$ cat config.mk
export PLATFORM = sky130hd
export DESIGN_NAME = bsg_reset_sequencer
export DESIGN_NICKNAME = d
export VERILOG_FILES = /design/src/rtl/bsg_reset_sequencer_pkg.sv /design/src/rtl/bsg_reset_sequencer_sync.sv /design/src/rtl/bsg_reset_sequencer.sv
export SDC_FILE = /design/constraint.sdc
export NUM_CORES = 1
export LEC_CHECK = 0
export CORE_MARGIN = 5
export CORE_UTILIZATION = 40
export CTS_BUF_LIST = sky130_fd_sc_hd__clkbuf_4
export DETAILED_ROUTE_END_ITERATION = 8
export GPL_TIMING_DRIVEN = 0
export PLACE_DENSITY_LB_ADDON = 0.2
export SYNTH_ARGS = -nofsm -noshare
export SYNTH_HDL_FRONTEND = slang
export SYNTH_HIERARCHICAL = 1
export SYNTH_SLANG_ARGS = --single-unit
export TNS_END_PERCENT = 30
$ cat constraint.sdc
create_clock -name clk_i -period 2.2 [get_ports clk_i]
set_input_delay 0.66 -clock clk_i [delete_from_list [all_inputs] [get_ports clk_i]]
set_output_delay 0.66 -clock clk_i [all_outputs]
set_load 0.02 [all_outputs]
$ cat src/rtl/bsg_reset_sequencer_pkg.sv
// ---------------------------------------------------------------------------
// bsg_reset_sequencer_pkg : shared FSM state encoding for the reset sequencer
// Revision: 1.0
// ---------------------------------------------------------------------------
`default_nettype none

package bsg_reset_sequencer_pkg;

  typedef enum logic [1:0] {
    eRESET = 2'd0,
    eCOUNT = 2'd1,
    eDONE  = 2'd2
  } state_e;

endpackage

`default_nettype wire

$ cat src/rtl/bsg_reset_sequencer_sync.sv
// ---------------------------------------------------------------------------
// bsg_reset_sequencer_sync : async-assert / sync-deassert reset synchronizer
// Revision: 1.0
// ---------------------------------------------------------------------------
`default_nettype none

module bsg_reset_sequencer_sync #(
  parameter int sync_stages_p = 2
) (
  input  logic clk_i,
  input  logic async_reset_n_i,
  output logic sync_reset_n_o
);

  logic [sync_stages_p-1:0] r_sync;

  always_ff @(posedge clk_i or negedge async_reset_n_i) begin
    if (!async_reset_n_i) begin
      r_sync <= '0;
    end else begin
      r_sync <= {r_sync[sync_stages_p-2:0], 1'b1};
    end
  end

  assign sync_reset_n_o = r_sync[sync_stages_p-1];

endmodule

`default_nettype wire

$ cat src/rtl/bsg_reset_sequencer.sv
// ---------------------------------------------------------------------------
// bsg_reset_sequencer : staged, thermometer-coded reset release sequencer.
// Optional soft restart from eDONE: macro BSG_RESET_SEQUENCER_SOFT_RESET_EN
// Revision: 1.0
// ---------------------------------------------------------------------------
`default_nettype none

module bsg_reset_sequencer
  import bsg_reset_sequencer_pkg::*;
#(
  parameter int sync_stages_p = 2,
  parameter int stages_p      = 4,
  parameter int hold_cycles_p = 16
) (
  input  logic                clk_i,
  input  logic                async_reset_n_i,
`ifdef BSG_RESET_SEQUENCER_SOFT_RESET_EN
  input  logic                soft_reset_i,
`endif
  output logic [stages_p-1:0] reset_o,
  output logic                ready_o
);

  localparam int unsigned c_CNT_W = $clog2(hold_cycles_p + 1);
  localparam int unsigned c_IDX_W = $clog2(stages_p + 1);
  localparam logic [c_CNT_W-1:0] c_CNT_LAST = c_CNT_W'(hold_cycles_p - 1);
  localparam logic [c_IDX_W-1:0] c_IDX_LAST = c_IDX_W'(stages_p - 1);

  generate
    if (sync_stages_p < 2) begin : g_bad_sync_stages
      $error("bsg_reset_sequencer: sync_stages_p must be >= 2");
    end
    if (stages_p < 1) begin : g_bad_stages
      $error("bsg_reset_sequencer: stages_p must be >= 1");
    end
    if (hold_cycles_p < 1) begin : g_bad_hold_cycles
      $error("bsg_reset_sequencer: hold_cycles_p must be >= 1");
    end
  endgenerate

  logic                w_sync_reset_n;
  state_e              r_state,  w_state_nxt;
  logic [c_CNT_W-1:0]  r_cnt,    w_cnt_nxt;
  logic [c_IDX_W-1:0]  r_idx,    w_idx_nxt;
  logic [stages_p-1:0] r_reset,  w_reset_nxt;
  logic                r_ready,  w_ready_nxt;

  bsg_reset_sequencer_sync #(
    .sync_stages_p (sync_stages_p)
  ) u_sync (
    .clk_i           (clk_i),
    .async_reset_n_i (async_reset_n_i),
    .sync_reset_n_o  (w_sync_reset_n)
  );

  always_ff @(posedge clk_i or negedge async_reset_n_i) begin
    if (!async_reset_n_i) begin
      r_state <= eRESET;
      r_cnt   <= '0;
      r_idx   <= '0;
      r_reset <= '1;
      r_ready <= 1'b0;
    end else begin
      r_state <= w_state_nxt;
      r_cnt   <= w_cnt_nxt;
      r_idx   <= w_idx_nxt;
      r_reset <= w_reset_nxt;
      r_ready <= w_ready_nxt;
    end
  end

  always_comb begin
    w_state_nxt = r_state;
    w_cnt_nxt   = r_cnt;
    w_idx_nxt   = r_idx;
    w_reset_nxt = r_reset;
    w_ready_nxt = r_ready;
    case (r_state)
      eRESET: begin
        if (w_sync_reset_n) begin
          w_state_nxt = eCOUNT;
          w_cnt_nxt   = '0;
          w_idx_nxt   = '0;
        end
      end
      eCOUNT: begin
        if (r_cnt == c_CNT_LAST) begin
          // Shifting a zero in from the bottom keeps the vector thermometer-coded.
          w_reset_nxt = r_reset << 1;
          w_cnt_nxt   = '0;
          w_idx_nxt   = r_idx + 1'b1;
          if (r_idx == c_IDX_LAST) begin
            w_state_nxt = eDONE;
            w_ready_nxt = 1'b1;
          end
        end else begin
          w_cnt_nxt = r_cnt + 1'b1;
        end
      end
      eDONE: begin
`ifdef BSG_RESET_SEQUENCER_SOFT_RESET_EN
        if (soft_reset_i) begin
          w_state_nxt = eCOUNT;
          w_cnt_nxt   = '0;
          w_idx_nxt   = '0;
          w_reset_nxt = '1;
          w_ready_nxt = 1'b0;
        end
`endif
      end
      default: begin
        w_state_nxt = eRESET;
      end
    endcase
  end

  assign reset_o = r_reset;
  assign ready_o = r_ready;

endmodule

`default_nettype wire

==> impl_metrics.csv <==
group,metric,value,unit
status,outcome,"completed",
yosys,ys_ff_latch,17,
layout,fill_cells,161,
pwr,power_density,971,nW/um^2
floorplanning,die_area,2830,sq um
worst_hold_path,hold_path_class,"flip-flop to flip-flop",
grt,grt_pass1_vias,452,
grt,grt_max_degree,18,
pwr,power,0.843,mW
sta,hold_viol_final,0,
sta,max_freq,478,MHz
critical_path,cp.required,1.54,ns
layout,layout-drive-gt1-share,0.222,
place,dp.cells,93,
layout,final-instance-count-excl-fill,97,
pwr,pwr-share-comb,0.266,
layout,areaGrowthSynthToFinish,16.2,%
cts,cts_hold_buf,0,
sta,min_period_over_period,0.952,
yosys,syn-num-nets,67,
route,drc,0,
grt,overflow,0,
sta,setup_slack,0.107,ns
yosys,syn_inst,62,
floorplanning,start_util,0.428,
route,first_pass_iters,4,
grt,gr-usage-all-layers,0.103,
route,drt-total-wl,1150,microns
cts,clk_pin_slew,0.10,ns
floorplanning,dieHeight,53.2,microns
sta,drv_slew,0,
sta,setup_viol,0,
critical_path,end_kind,"primary output",
place,port_buffers,6,
sta,setup_tns,0,ns
route,vias,464,
sta,slew_headroom,0.512,
yosys,yosys_warnings,6,
critical_path,worst-setup-path-type,"flip-flop to primary output",
sta,worst_pin_slew,0.730,ns
floorplanning,ioPinCount,7,
critical_path,cp_max_fo,3,
critical_path,crit_chain,"clkdlybuf4s50_1",
cts,cts_resized,0,
cts,post_cts_buffers,0,
critical_path,slowest_delay,0.60,ns
layout,antenna-diode-count,0,
pwr,internal-power,0.575,mW
pwr,p_sw,0.268,mW
cts,clock-root-buffer,"clkbuf_4",
pwr,p_leak,0.378,nW
layout,num-nets-final,78,
grt,grt_pass1_wl,2050,microns
critical_path,crit_family,"buffers and inverters",
sta,skew,0.00687,ns
pwr,vdd_ir_drop_max,378,uV
pwr,swShare,0.318,
yosys,ys_seq_area_frac,0.576,
floorplanning,die_x,53.2,microns
cts,clock_latency,0.28,ns
route,initialDrtViolationCount,9,
job,maxCapViolCount,0,
cts,cts_tree,"yes",
floorplanning,rows,15,
critical_path,regToRegSetupSlack,0.53,ns
place,place_ws,0.420,ns
critical_path,cp_data_arrival_time,1.43,ns
floorplanning,coreArea,1750,sq um
route,wl_per_cell,11.8,microns
yosys,yosysUniqueCellTypes,25,
sta,grt_setup_unrepaired,"no",
place,place_hpwl,805,microns
cts,cts_made_buffers,3,
critical_path,crit_buf_inv,1,
pwr,pwr-share-seq,0.527,
critical_path,startpoint_type,"flip-flop",
critical_path,worst_path_max_delay_cell,"clkdlybuf4s50_1",
sta,period_minus_slack,2.09,ns
grt,antenna_found_initial,0,
cts,clk_path_buf_depth,2,
yosys,synth.avg_cell_area,12.0,sq um
cts,cts_htree_levels,1,
cts,cts.sinks,17,
route,vias_per_cell,4.78,
place,place.gp.congestion,0.715,
route,antenna_left,0,
yosys,netlist_area,747,sq um
pwr,clkPwrFrac,0.207,
logic make-up after synthesis:
| kind of cell | Yosys count | synth area share |
|---|---|---|
| simple gates | 17 | 0.137 |
| fa+ha+maj | 3 | 0.0503 |
| flops | 17 | 0.576 |
| mux | 7 | 0.0988 |
| buf+inv | 5 | 0.0251 |
| compound gates | 12 | 0.107 |
| other cells | 1 | 0.00502 |
metrics by stage:
step	hold slack [ns]	cell area, sq um	utilization
detailed placement	0.340	838	0.480
floorplan	0.331	747	-
CTS	0.362	868	0.497
global placement	0.333	838	0.480
finish	0.358	868	0.497
global route	0.376	868	0.497
flip-flops by register name, indices dropped and copies added, names as in the netlist:
register and cells:
u_sync/r_sync 2, r_cnt 5, r_state 2, r_idx 3
reset_o 4, ready_o 1
power groups by stage:
| stage | Sequential [mW] | Clock (mW) | Combinational [mW] |
|---|---|---|---|
| floorplan | 0.443 | 0 | 0.175 |
| global placement | 0.448 | 0 | 0.227 |
| detailed placement | 0.451 | 0 | 0.230 |
| CTS | 0.445 | 0.185 | 0.230 |
| global route | 0.455 | 0.197 | 0.268 |
| finish | 0.445 | 0.174 | 0.224 |
layout by cell type (no fill, tap or decap):
| cell type | n |
|---|---|
| nand2b_1 | 1 |
| o21ai_0 | 4 |
| a21o_2 | 1 |
| dfrtp_1 | 13 |
| nand3_1 | 2 |
| o21bai_1 | 2 |
| clkbuf_4 | 4 |
| or3b_2 | 1 |
| conb_1 | 1 |
| nand3_2 | 1 |
| mux2_2 | 3 |
| dfstp_2 | 4 |
| nor2b_1 | 1 |
| a41oi_1 | 1 |
| nor3_4 | 1 |
| a21oi_1 | 1 |
| o21a_1 | 1 |
| ha_1 | 3 |
| clkdlybuf4s50_1 | 6 |
| and2b_2 | 1 |
| inv_1 | 5 |
| nand2_1 | 7 |
| mux2i_1 | 4 |
| or3_1 | 1 |
| a22o_1 | 1 |
| a31oi_1 | 1 |
| nor2_1 | 1 |
Yosys cell counts:
| library cell | number | area share |
|---|---|---|
| a21o_2 | 1 | 0.012 |
| mux2i_1 | 4 | 0.054 |
| nand3_1 | 2 | 0.013 |
| dfrtp_1 | 13 | 0.44 |
| nor2b_1 | 1 | 0.0084 |
| or3_1 | 1 | 0.0084 |
| o21ai_0 | 4 | 0.027 |
| a41oi_1 | 1 | 0.012 |
| o21a_1 | 1 | 0.010 |
| and2b_2 | 1 | 0.012 |
| nand3_2 | 1 | 0.013 |
| a22o_1 | 1 | 0.012 |
| or3b_2 | 1 | 0.012 |
| inv_1 | 5 | 0.025 |
| nand2b_1 | 1 | 0.0084 |
| mux2_2 | 3 | 0.045 |
| conb_1 | 1 | 0.0050 |
| a21oi_1 | 1 | 0.0067 |
| a31oi_1 | 1 | 0.0084 |
| dfstp_2 | 4 | 0.14 |
| o21bai_1 | 2 | 0.020 |
| nand2_1 | 7 | 0.035 |
| ha_1 | 3 | 0.050 |
| nor3_4 | 1 | 0.022 |
| nor2_1 | 1 | 0.0050 |
path summary, 6_finish.rpt:
path	to	cells after the start	start
setup / recovery	reset_o[2]	1	reset_o[2]
hold / removal	u_sync/r_sync[1]	0	u_sync/r_sync[0]
setup reg to reg	reset_o[3]	4	r_cnt[0]
hold reg to reg	u_sync/r_sync[1]	0	u_sync/r_sync[0]
max in group asynchronous	r_idx[0]	1	async_reset_n_i
min in group asynchronous	r_cnt[1]	1	async_reset_n_i
cell type report:
class / instances / area [sq um] / area share
multi-input cells: 40 / 298 / 0.343
flip-flops and latches: 17 / 430 / 0.496
clock buffers: 4 / 30.0 / 0.0346
well taps: 25 / 31.3 / 0.0360
inverters: 5 / 18.8 / 0.0216
repair buffers: 6 / 60.1 / 0.0692
metal layers:
metal | GRT usage | wire length, microns | vias up
met5 | 0 | 0 | -
met4 | 0.0383 | 12 | 0
met3 | 0.0507 | 53 | 2
met2 | 0.145 | 484 | 9
met1 | 0.134 | 595 | 218
li1 | - | - | 235
Power figures use the tool's default switching activity.
